===== src/rtl/i2s_tx.sv =====
// rtl/i2s_tx.sv - I2S DAC transmitter: stereo word FIFO, LRC-framed MSB-first serialiser.
// Optional macro I2S_TX_REPEAT_ON_UNDERRUN_EN resends the last popped word when the FIFO runs dry.
module i2s_tx #(
  parameter int DATA_WIDTH = 32,
  parameter int FIFO_DEPTH = 4
) (
  input  logic                          bclk,
  input  logic                          reset_n,
  input  logic                          daclrc,
  input  logic                          tx_valid,
  input  logic [DATA_WIDTH-1:0]         tx_data,
  output logic                          tx_ready,
  output logic                          dacdat,
  output logic [$clog2(FIFO_DEPTH):0]   fifo_level,
  output logic                          underrun,
  output logic                          slot_abort
);
  localparam int HALF  = DATA_WIDTH / 2;
  localparam int CNT_W = (HALF > 1) ? $clog2(HALF) : 1;
  localparam int PTR_W = $clog2(FIFO_DEPTH);
  localparam int LVL_W = PTR_W + 1;

  typedef enum logic [2:0] {IDLE, LEFT, GAP_L, RIGHT, GAP_R} state_t;

  state_t                state_q, state_d;
  logic                  lrc_r0_q, lrc_r1_q;
  logic [DATA_WIDTH-1:0] mem_q [FIFO_DEPTH];
  logic [PTR_W-1:0]      wr_ptr_q, wr_ptr_d, rd_ptr_q, rd_ptr_d;
  logic [LVL_W-1:0]      level_q, level_d;
  logic                  tx_ready_q, tx_ready_d;
  logic [DATA_WIDTH-1:0] word_q, word_d;
  logic [CNT_W-1:0]      bit_cnt_q, bit_cnt_d, cnt_m1;
  logic                  dacdat_q, dacdat_d;
  logic                  underrun_q, underrun_d;
  logic                  slot_abort_q, slot_abort_d;
  logic                  left_edge, right_edge, push, pop;
  logic [HALF-1:0]       left_bits, right_bits;
  logic [DATA_WIDTH-1:0] head, fill_word;
`ifdef I2S_TX_REPEAT_ON_UNDERRUN_EN
  logic [DATA_WIDTH-1:0] last_q, last_d;
`endif

  always_comb begin
    left_edge  = lrc_r1_q & ~lrc_r0_q;
    right_edge = ~lrc_r1_q & lrc_r0_q;
    push       = tx_valid & tx_ready_q;
    // Level before this cycle's push: a word arriving with the edge waits a frame.
    pop        = left_edge & (level_q != '0);
    head       = mem_q[rd_ptr_q];
    left_bits  = word_q[DATA_WIDTH-1:HALF];
    right_bits = word_q[HALF-1:0];
    cnt_m1     = bit_cnt_q - CNT_W'(1);

    wr_ptr_d = push ? wr_ptr_q + PTR_W'(1) : wr_ptr_q;
    rd_ptr_d = pop  ? rd_ptr_q + PTR_W'(1) : rd_ptr_q;
    level_d  = level_q;
    if (push && !pop)      level_d = level_q + LVL_W'(1);
    else if (pop && !push) level_d = level_q - LVL_W'(1);
    tx_ready_d = (level_d != LVL_W'(FIFO_DEPTH));

`ifdef I2S_TX_REPEAT_ON_UNDERRUN_EN
    last_d    = pop ? head : last_q;
    fill_word = last_q;
`else
    fill_word = '0;
`endif

    state_d      = state_q;
    word_d       = word_q;
    bit_cnt_d    = bit_cnt_q;
    dacdat_d     = 1'b0;
    underrun_d   = 1'b0;
    slot_abort_d = 1'b0;

    if (left_edge) begin
      word_d       = pop ? head : fill_word;
      underrun_d   = ~pop;
      dacdat_d     = word_d[DATA_WIDTH-1];
      bit_cnt_d    = CNT_W'(HALF - 1);
      slot_abort_d = (state_q == LEFT) || (state_q == RIGHT);
      state_d      = LEFT;
    end else if (right_edge && (state_q == LEFT || state_q == GAP_L)) begin
      dacdat_d     = word_q[HALF-1];
      bit_cnt_d    = CNT_W'(HALF - 1);
      slot_abort_d = (state_q == LEFT);
      state_d      = RIGHT;
    end else begin
      case (state_q)
        LEFT: begin
          if (bit_cnt_q == '0) begin
            state_d = GAP_L;
          end else begin
            bit_cnt_d = cnt_m1;
            dacdat_d  = left_bits[cnt_m1];
          end
        end
        RIGHT: begin
          if (bit_cnt_q == '0) begin
            state_d = GAP_R;
          end else begin
            bit_cnt_d = cnt_m1;
            dacdat_d  = right_bits[cnt_m1];
          end
        end
        default: dacdat_d = 1'b0;
      endcase
    end
  end

  always_ff @(posedge bclk) begin
    if (!reset_n) begin
      state_q      <= IDLE;
      lrc_r0_q     <= 1'b0;
      lrc_r1_q     <= 1'b0;
      wr_ptr_q     <= '0;
      rd_ptr_q     <= '0;
      level_q      <= '0;
      tx_ready_q   <= 1'b0;
      word_q       <= '0;
      bit_cnt_q    <= '0;
      dacdat_q     <= 1'b0;
      underrun_q   <= 1'b0;
      slot_abort_q <= 1'b0;
`ifdef I2S_TX_REPEAT_ON_UNDERRUN_EN
      last_q       <= '0;
`endif
    end else begin
      state_q      <= state_d;
      lrc_r0_q     <= daclrc;
      lrc_r1_q     <= lrc_r0_q;
      wr_ptr_q     <= wr_ptr_d;
      rd_ptr_q     <= rd_ptr_d;
      level_q      <= level_d;
      tx_ready_q   <= tx_ready_d;
      word_q       <= word_d;
      bit_cnt_q    <= bit_cnt_d;
      dacdat_q     <= dacdat_d;
      underrun_q   <= underrun_d;
      slot_abort_q <= slot_abort_d;
`ifdef I2S_TX_REPEAT_ON_UNDERRUN_EN
      last_q       <= last_d;
`endif
      if (push) mem_q[wr_ptr_q] <= tx_data;
    end
  end

  assign tx_ready   = tx_ready_q;
  assign dacdat     = dacdat_q;
  assign fifo_level = level_q;
  assign underrun   = underrun_q;
  assign slot_abort = slot_abort_q;
endmodule

===== config.mk =====
export PLATFORM = sky130hd
export DESIGN_NAME = i2s_tx
export DESIGN_NICKNAME = d
export VERILOG_FILES = /design/src/rtl/i2s_tx.sv
export SDC_FILE = /design/constraint.sdc
export NUM_CORES = 1
export LEC_CHECK = 0
export CAP_MARGIN = 5
export CORE_MARGIN = 2
export CORE_UTILIZATION = 45
export CTS_CLUSTER_DIAMETER = 30
export DETAILED_ROUTE_END_ITERATION = 12
export MAX_ROUTING_LAYER = met4
export PLACE_DENSITY = 0.61
export SKIP_LAST_GASP = 1
export SLEW_MARGIN = 20
export SYNTH_ARGS = -nofsm -noshare
export SYNTH_HDL_FRONTEND = slang
export SYNTH_SLANG_ARGS = --single-unit

===== constraint.sdc =====
create_clock -name bclk -period 2.4 [get_ports bclk]
set_clock_uncertainty 0.15 [all_clocks]
set_input_delay 0.48 -clock bclk [delete_from_list [all_inputs] [get_ports bclk]]
set_output_delay 0.48 -clock bclk [all_outputs]
set_load 0.01 [all_outputs]

==> results of run 1 <==
## metal layers
metal | part of all wire, % | up-vias | wire length, um
li1 | - | 1682 | -
met1 | 47 | 1829 | 5860
met2 | 48 | 72 | 6020
met3 | 3.6 | 12 | 447
met4 | 1.2 | 0 | 145
met5 | 0 | - | 0
## cells in the mapped netlist, drive strengths merged, types with 4 or more instances
| master | count |
|---|---|
| a22o | 30 |
| xnor2 | 8 |
| buf | 10 |
| mux2i | 16 |
| edfxtp | 128 |
| dfxtp | 54 |
| ha | 9 |
| nand2 | 17 |
| o21ai | 5 |
| and3 | 6 |
| nor2 | 13 |
| and2 | 9 |
| nor2b | 5 |
| inv | 6 |
| a21oi | 5 |
| a22oi | 8 |
| mux4 | 32 |
| a21boi | 6 |
| xor2 | 4 |
| clkbuf | 10 |
## logic make-up after synthesis
| group | Yosys count | share of synthesized area [%] |
|---|---|---|
| multiplexers | 48 | 12.7 |
| adder cells (fa/ha/maj) | 10 | 1.78 |
| buffers and inverters | 26 | 1.66 |
| AO/OA/AOI/OAI | 59 | 6.71 |
| flip-flops | 182 | 70.8 |
| XOR/XNOR | 12 | 1.51 |
| AND/OR/NAND/NOR | 62 | 4.84 |
## flip-flops by register name, summed over array words and instances, names as in the netlist, named ones only
register,flops
mem_q,128
word_q,32
bit_cnt_q,4
fifo_level,3
state_q,3
rd_ptr_q,2
wr_ptr_q,2
dacdat,1
lrc_r0_q,1
lrc_r1_q,1
slot_abort,1
tx_ready,1
underrun,1
## area by class of cell
cell class | instances | area [um^2]
fill | 1245 | 6900
sequential | 182 | 4930
multi-input combinational | 191 | 1920
timing repair buffer | 57 | 608
clock buffer | 19 | 433
tap | 188 | 235
clock inverter | 12 | 104
inverter | 6 | 22.5
## metrics by stage
step           util (%)  setup WS [ns]  std cells  cell area [um^2]
2_1_floorplan         -          0.265        399              6950
3_3_place_gp       50.9          0.174        624              7710
3_5_place_dp       50.9          0.155        624              7710
4_1_cts            54.4          0.245        655              8240
5_1_grt            54.4          0.126        655              8240
6_report           54.4          0.232        655              8240
## power groups by stage
stage	clock, W	combinational (W)	sequential, W
after floorplan	0	0.000565	0.00370
final	0.00255	0.000875	0.00365
after detailed placement	0	0.000885	0.00372
after CTS	0.00261	0.000888	0.00365
after global placement	0	0.000870	0.00371
after global routing	0.00273	0.000968	0.00367
## path summary, 6_finish.rpt
kind,from,end,slack (ns)
max,bit_cnt_q[0],dacdat,0.23
min reg2reg,word_q[31],word_q[31],0.31
max reg2reg,bit_cnt_q[0],dacdat,0.23
min,word_q[31],word_q[31],0.31
## critical path: cells and delay by family, from the launching register on
family / cells / cell delay [ns]
DFF: 1 / 0.38
buffers and inverters: 2 / 0.29
adders and majority gates: 1 / 0.35
AOI/OAI and AO/OA: 2 / 0.36
muxes: 1 / 0.31
and+or+nand+nor: 2 / 0.22
==> run_results.csv, run 1 <==
group,metric,value,unit
final_layout,drive_gt1_share,17.1,%
timing,hold_violations,0,
worst_setup_path,worstPathCellList,"inv_1, ha_1, buf_4, mux2i_1, a22oi_1, nand4_1, nand4_1, a41o_1",
floorplan,start_util,45.9,%
worst_setup_path,cp-start-kind,"flip-flop",
timing,slew_viol_final,0,
worst_setup_path,end_kind,"flip-flop",
global_route,grt.total_usage,17.2,%
timing,rsz0062_at_grt,"no",
global_route,grt_use_met1,22.4,%
yosys,synth_seq_cells,182,
pwr,power.switching,0.00166,W
worst_setup_path,crit_path_max_fanout,5,
clocking,clockBufferDepth,2,
pwr,pwr-share-comb,12.4,%
routing,vias,3595,
placed_design,port_buffers,42,
final_layout,area_growth_syn_to_layout,18.6,%
timing,min_period,2.17,ns
placed_design,routabilityCongestion,0.770,
yosys,synthFlopType,"edfxtp_1",
pwr,sequentialPowerShare,51.6,%
clocking,cts_tree,"built",
routing,avgRoutedWirePerCell,19.0,um
pwr,p_clk_share,36.1,%
global_route,met2_usage,26.1,%
global_route,grt_pass1_wl,20200,um
final_layout,mostFrequentLayoutCell,"edfxtp_1",
global_route,use_met3,4.42,%
clocking,ctsResizeCount,0,
yosys,netlist_top_cells_area,"edfxtp_1, dfxtp_1, mux4_2, a22o_1, mux2i_1",
yosys,syn_inst,399,
timing,finalSetupViolCount,0,
worst_setup_path,crit_path_frequent_cell,"nand4_1",
clocking,numCtsBuffers,17,
global_route,grt-busiest-layer,"met2",
floorplan,die_w,128,um
pwr,powerDensity,858,nW/um^2
pwr,leakage,2.75,nW
yosys,async_reset_ff_share,0,%
routing,ant_nets,0,
final_layout,diodes,0,
yosys,synth_edf_count,128,
floorplan,pin_count,43,
clocking,cts.sinks,182,
routing,via_per_inst,5.49,
worst_setup_path,critPathMaxStageDelay,0.38,ns
routing,routed_wirelength,12500,um
routing,drt_iter0_drc,386,
flow_run,cap_violations,0,
min_path,holdPathStages,2,
worst_setup_path,worstPathRequired,2.57,ns
timing,maxSlewHeadroom,64.8,%
min_path,hold_class,"flip-flop to flip-flop",
global_route,grt_max_degree,33,
clocking,clock_latency,0.42,ns
timing,worstMarginPinSlew,0.528,ns
global_route,grt_pass1_vias,3685,
yosys,post-synth-top-area-cell,"edfxtp_1",
global_route,grt_overflow,0,
yosys,synth_top_area_share,55.3,%
worst_setup_path,crit_slowest_cell,"dfxtp_1",
floorplan,die_h,128,um
yosys,synth_fp_nets,444,
pwr,vdd_drop_max,537,uV
run_status,status,"completed",
timing,fmax,461,MHz
timing,fin_tns_setup,0,ns
clocking,cts-root-buf,"clkbuf_16",
worst_setup_path,critPathArrivalTime,2.34,ns
global_route,antenna_found_initial,0,
timing,fin_crit_sh,90.3,%
timing,holdWs,0.307,ns
floorplan,coreArea,15100,um^2
yosys,ys_warn_count,0,
yosys,avgSynthCellArea,17.4,um^2
final_layout,fin_nets,500,
yosys,yosysSeqAreaShare,70.8,%
final_layout,layout_common_cells,"edfxtp_1, dfxtp_1, clkdlybuf4s50_1",
worst_setup_path,reg2regPathDepth,8,
placed_design,hpwlAfterDp,7830,um
pwr,power.total,0.00707,W
floorplan,dieArea,16500,um^2
yosys,syn-cell-area,6950,um^2
routing,remaining_drc_errors,0,
worst_setup_path,path_class,"flip-flop to flip-flop",
pwr,switching_share,23.4,%
yosys,ys_types,37,
clocking,holdBufCountCts,0,
floorplan,rows,45,
routing,detail_route.first_pass.iterations,4,
pwr,p_int,0.00542,W
clocking,cts_setup_buffers,0,
clocking,clk_pin_slew,0.06,ns
clocking,ctsHtreeMaxLevel,4,
No activity file was read; power rests on OpenSTA's default activity.
==> inputs of run 2 (changes only) <==
==> constraint.sdc (replaced) <==
create_clock -name bclk -period 2.65 [get_ports bclk]
set_clock_uncertainty 0.15 [all_clocks]
set_input_delay 0.53 -clock bclk [delete_from_list [all_inputs] [get_ports bclk]]
set_output_delay 0.53 -clock bclk [all_outputs]
set_load 0.01 [all_outputs]
==> run_results.csv, run 2 (synthesis results as in run 1) <==
group,metric,value,unit
run_status,status,"completed",
final_layout,layout_common_cells,"edfxtp_1, dfxtp_1, clkdlybuf4s50_1",
final_layout,postLayoutCellArea,8230,um^2
final_layout,fill_cells,1208,
routing,via_per_inst,5.48,
global_route,antenna_found_initial,0,
clocking,ctsHtreeMaxLevel,4,
clocking,clockBufferDepth,2,
routing,routed_wirelength,12300,um
timing,worstMarginPinSlew,0.354,ns
global_route,grt_pass1_wl,19800,um
clocking,holdBufCountCts,0,
routing,vias,3596,
timing,fmax,445,MHz
routing,ant_nets,0,
floorplan,coreArea,15100,um^2
clocking,cts.sinks,182,
worst_setup_path,path_class,"flip-flop to flip-flop",
clocking,cts-root-buf,"clkbuf_16",
floorplan,die_w,128,um
clocking,clock_latency,0.43,ns
timing,fin_tns_setup,0,ns
worst_setup_path,r2r_slack,0.40,ns
timing,slew_viol_final,0,
pwr,powerDensity,776,nW/um^2
worst_setup_path,critPathMaxStageDelay,0.47,ns
floorplan,start_util,45.9,%
worst_setup_path,worstPathCellList,"inv_1, ha_1, buf_12, mux2i_1, a22oi_1, nand4_1, nand4_1, a41o_1",
pwr,vdd_drop_max,439,uV
global_route,grt_pass1_vias,3670,
final_layout,diodes,0,
global_route,grt_max_degree,33,
pwr,leakage,2.75,nW
routing,detail_route.first_pass.iterations,5,
routing,drt_iter0_drc,178,
clocking,numCtsBuffers,17,
routing,remaining_drc_errors,0,
timing,rsz0062_at_grt,"no",
flow_run,cap_violations,0,
timing,fin_crit_sh,84.8,%
timing,min_period,2.25,ns
worst_setup_path,path_buf_inv,2,
worst_setup_path,crit_path_max_fanout,13,
timing,finalSetupViolCount,0,
floorplan,die_h,128,um
worst_setup_path,cp-start-kind,"flip-flop",
final_layout,mostFrequentLayoutCell,"edfxtp_1",
timing,hold_violations,0,
routing,avgRoutedWirePerCell,18.8,um
worst_setup_path,end_kind,"flip-flop",
clocking,clk_pin_slew,0.06,ns
global_route,grt.total_usage,16.9,%
floorplan,dieArea,16500,um^2
final_layout,largest_reg_flops,128,
floorplan,rows,45,
final_layout,drive_gt1_share,17.7,%
final_layout,fin_nets,500,
timing,maxSlewHeadroom,76.4,%
worst_setup_path,crit_path_frequent_cell,"nand4_1",
worst_setup_path,crit_slowest_cell,"ha_1",
placed_design,routabilityCongestion,0.840,
worst_setup_path,critPathArrivalTime,2.41,ns
clocking,cts_setup_buffers,0,
min_path,hold_class,"flip-flop to flip-flop",
timing,holdWs,0.310,ns
placed_design,port_buffers,42,
final_layout,area_growth_syn_to_layout,18.4,%
floorplan,pin_count,43,
clocking,ctsResizeCount,0,
global_route,grt_overflow,0,
final_layout,largest-register,"mem_q",
final_layout,top_regs,"mem_q (128), word_q (32), bit_cnt_q (4)",
worst_setup_path,path_delay_family,"adder cells",
worst_setup_path,worstPathRequired,2.82,ns
placed_design,place_area,7690,um^2
placed_design,hpwlAfterDp,7860,um
clocking,cts_tree,"built",
pwr,power.total,0.00639,W
run 2: routing by layer:
layer	vias to the layer above	GRT usage, %	wire (um)
li1	1682	-	-
met3	16	3.42	299
met2	60	26.7	6120
met1	1838	21.4	5710
met5	-	-	0
met4	0	6.92	207
run 2: final timing paths:
path | startpoint | end | depth (start not counted)
hold reg to reg | word_q[31] | word_q[31] | 2
setup / recovery | bit_cnt_q[0] | dacdat | 8
setup reg to reg | bit_cnt_q[0] | dacdat | 8
hold / removal | word_q[31] | word_q[31] | 2
run 2: final cells by class:
| cell class | count | area, um^2 | area share, % |
|---|---|---|---|
| timing repair buffer | 57 | 596 | 7.23 |
| tap | 188 | 235 | 2.86 |
| multi-input combinational | 191 | 1920 | 23.3 |
| sequential | 182 | 4930 | 59.8 |
| clock inverter | 14 | 110 | 1.34 |
| inverter | 6 | 22.5 | 0.274 |
| clock buffer | 18 | 429 | 5.21 |
run 2: worst register-to-register path, delay by kind of cell (launching register included):
family,cells,cell delay (ns)
buf+inv,2,0.33
mux,1,0.23
fa+ha+maj,1,0.47
compound gates,2,0.35
simple gates,2,0.23
flops,1,0.39
run 2: stage by stage:
stage	instances	setup slack, ns	util, %
2_1_floorplan	399	0.465	-
3_3_place_gp	624	0.375	50.8
3_5_place_dp	624	0.360	50.8
4_1_cts	656	0.415	54.4
5_1_grt	656	0.271	54.4
6_report	656	0.402	54.4
run 2: power by group:
group          switching (W)  internal (W)
combinational       0.000403      0.000396
clock                0.00101       0.00128
sequential         0.0000777       0.00323
total                0.00149       0.00490
==> inputs of run 3 (changes only) <==
--- a/config.mk
+++ b/config.mk
@@ -11,7 +11,7 @@
 export CTS_CLUSTER_DIAMETER = 30
 export DETAILED_ROUTE_END_ITERATION = 12
 export MAX_ROUTING_LAYER = met4
-export PLACE_DENSITY = 0.61
+export PLACE_DENSITY = 0.64
 export SKIP_LAST_GASP = 1
 export SLEW_MARGIN = 20
 export SYNTH_ARGS = -nofsm -noshare
==> constraint.sdc (replaced) <==
create_clock -name bclk -period 1.9 [get_ports bclk]
set_clock_uncertainty 0.15 [all_clocks]
set_input_delay 0.38 -clock bclk [delete_from_list [all_inputs] [get_ports bclk]]
set_output_delay 0.38 -clock bclk [all_outputs]
set_load 0.01 [all_outputs]
==> run_results.csv, run 3 (synthesis results as in run 1) <==
group,metric,value,unit
floorplan,die_h,128,um
floorplan,die_w,128,um
timing,holdWs,0.293,ns
worst_setup_path,rr_startpoint,"bit_cnt_q[0]",
routing,routed_wirelength,12800,um
worst_setup_path,startpoint,"bit_cnt_q[0]",
final_layout,layout_common_cells,"edfxtp_1, dfxtp_1, clkdlybuf4s50_1",
global_route,grt.total_usage,17.5,%
timing,slew_viol_final,0,
worst_setup_path,worstPathRequired,2.07,ns
pwr,p_int,0.00718,W
final_layout,area_growth_syn_to_layout,23.2,%
flow_run,cap_violations,0,
final_layout,drive_gt1_share,23.6,%
timing,rsz0062_at_grt,"yes",
pwr,pwr-share-comb,14.3,%
clocking,clockBufferDepth,2,
floorplan,start_util,45.9,%
worst_setup_path,path_class,"flip-flop to flip-flop",
pwr,powerDensity,1080,nW/um^2
timing,min_period,1.85,ns
floorplan,pin_count,43,
routing,vias,3643,
final_layout,diodes,0,
routing,detail_route.first_pass.iterations,4,
placed_design,place_area,7920,um^2
final_layout,postLayoutCellArea,8570,um^2
clocking,numCtsBuffers,17,
worst_setup_path,crit_path_max_fanout,4,
timing,fin_crit_sh,97.6,%
min_path,min_from,"word_q[31]",
pwr,p_clk_share,36.2,%
clocking,clk_pin_slew,0.06,ns
pwr,leakage,2.91,nW
global_route,antenna_found_initial,0,
placed_design,hpwlAfterDp,8570,um
placed_design,port_buffers,42,
global_route,grt_overflow,0,
global_route,grt_pass1_wl,20600,um
clocking,ctsHtreeMaxLevel,4,
final_layout,largest_reg_flops,128,
pwr,sequentialPowerShare,49.5,%
final_layout,fin_util,56.6,%
run_status,status,"completed",
final_layout,largest-register,"mem_q",
floorplan,coreArea,15100,um^2
routing,via_per_inst,5.39,
final_layout,fin_nets,520,
placed_design,place_ws,-0.209,ns
timing,finalSetupViolCount,0,
global_route,grt_max_degree,27,
global_route,grt_pass1_vias,3791,
worst_setup_path,end_kind,"flip-flop",
worst_setup_path,cp-start-kind,"flip-flop",
timing,maxSlewHeadroom,79.6,%
floorplan,dieArea,16500,um^2
routing,remaining_drc_errors,0,
timing,fin_tns_setup,0,ns
min_path,hold_class,"flip-flop to flip-flop",
timing,setup_ws,0.0450,ns
timing,worstMarginPinSlew,0.303,ns
clocking,cts_tree,"built",
timing,hold_violations,0,
floorplan,rows,45,
clocking,cts.sinks,182,
clocking,holdBufCountCts,0,
pwr,switching_share,22.7,%
final_layout,mostFrequentLayoutCell,"edfxtp_1",
timing,fmax,539,MHz
routing,drt_iter0_drc,270,
pwr,vdd_drop_max,609,uV
clocking,clock_latency,0.42,ns
worst_setup_path,critPathArrivalTime,2.02,ns
routing,avgRoutedWirePerCell,18.9,um
placed_design,routabilityCongestion,0.819,
routing,ant_nets,0,
clocking,cts-root-buf,"clkbuf_16",
final_layout,top_regs,"mem_q (128), word_q (32), bit_cnt_q (4)",
pwr,power.switching,0.00211,W
==> run 3: cell types whose count changed in the layout (fill, tap and decap cells not counted), moves of 3 or more <==
cell             change
buf_4               +11
buf_12               +7
and3_1               -4
and3_2               +4
clkbuf_1             +3
clkbuf_8             +3
clkdlybuf4s50_1      -3
dfxtp_1              -3
dfxtp_2              +3
dlygate4sd2_1        +3
mux2i_1              -3
==> run 3: worst max-delay path, cell delays in order, from the launching register on <==
cell	delay, ns
dfxtp_2	0.33
inv_2	0.05
ha_4	0.30
buf_6	0.13
mux2i_2	0.25
a22oi_1	0.13
nand4_1	0.11
nand4_1	0.11
a41o_1	0.19
==> run 3: per-stage QoR <==
step | std cells | power [W]
final | 676 | 0.00929
after global routing | 676 | 0.00970
after CTS | 674 | 0.00933
after detailed placement | 642 | 0.00596
after global placement | 642 | 0.00593
after floorplan | 399 | 0.00540
==> run 3: repair_timing <==
| action | 4_1_cts | 5_1_grt |
|---|---|---|
| setup buffers | 0 | 1 |
| pin swaps | 0 | 5 |
| gates resized for setup | 7 | 5 |
| endpoints found under the hold margin | 0 | 0 |
| setup endpoints to repair | 4 | 2 |
| cloned | 0 | 1 |
==> run 3: cell type report <==
type	instances	area [um^2]
inverter	6	22.5
tap	188	235
clock buffer	25	507
sequential	182	4930
fill	1150	6580
clock inverter	7	71.3
multi-input combinational	191	1950
timing repair buffer	77	851
==> run 3: power by group through the flow <==
| stage | Sequential, W | Clock [W] | Combinational (W) |
|---|---|---|---|
| 2_1_floorplan | 0.00468 | 0 | 0.000727 |
| 3_3_place_gp | 0.00467 | 0 | 0.00126 |
| 3_5_place_dp | 0.00468 | 0 | 0.00128 |
| 4_1_cts | 0.00460 | 0.00344 | 0.00129 |
| 5_1_grt | 0.00462 | 0.00363 | 0.00145 |
| 6_report | 0.00460 | 0.00336 | 0.00133 |
==> run 3: worst paths after layout <==
check / depth (start not counted) / slack, ns / endpoint
hold / removal: 2 / 0.29 / word_q[31]
hold reg to reg: 2 / 0.29 / word_q[31]
setup reg to reg: 8 / 0.05 / dacdat
setup / recovery: 8 / 0.05 / dacdat
==> run 3: per-layer routing <==
metal	vias up	track usage (%)	share of wire [%]
met4	0	6.66	1.8
met3	16	4.13	4.0
met2	73	26.8	49
li1	1717	-	-
met5	-	-	0
met1	1837	23.0	45
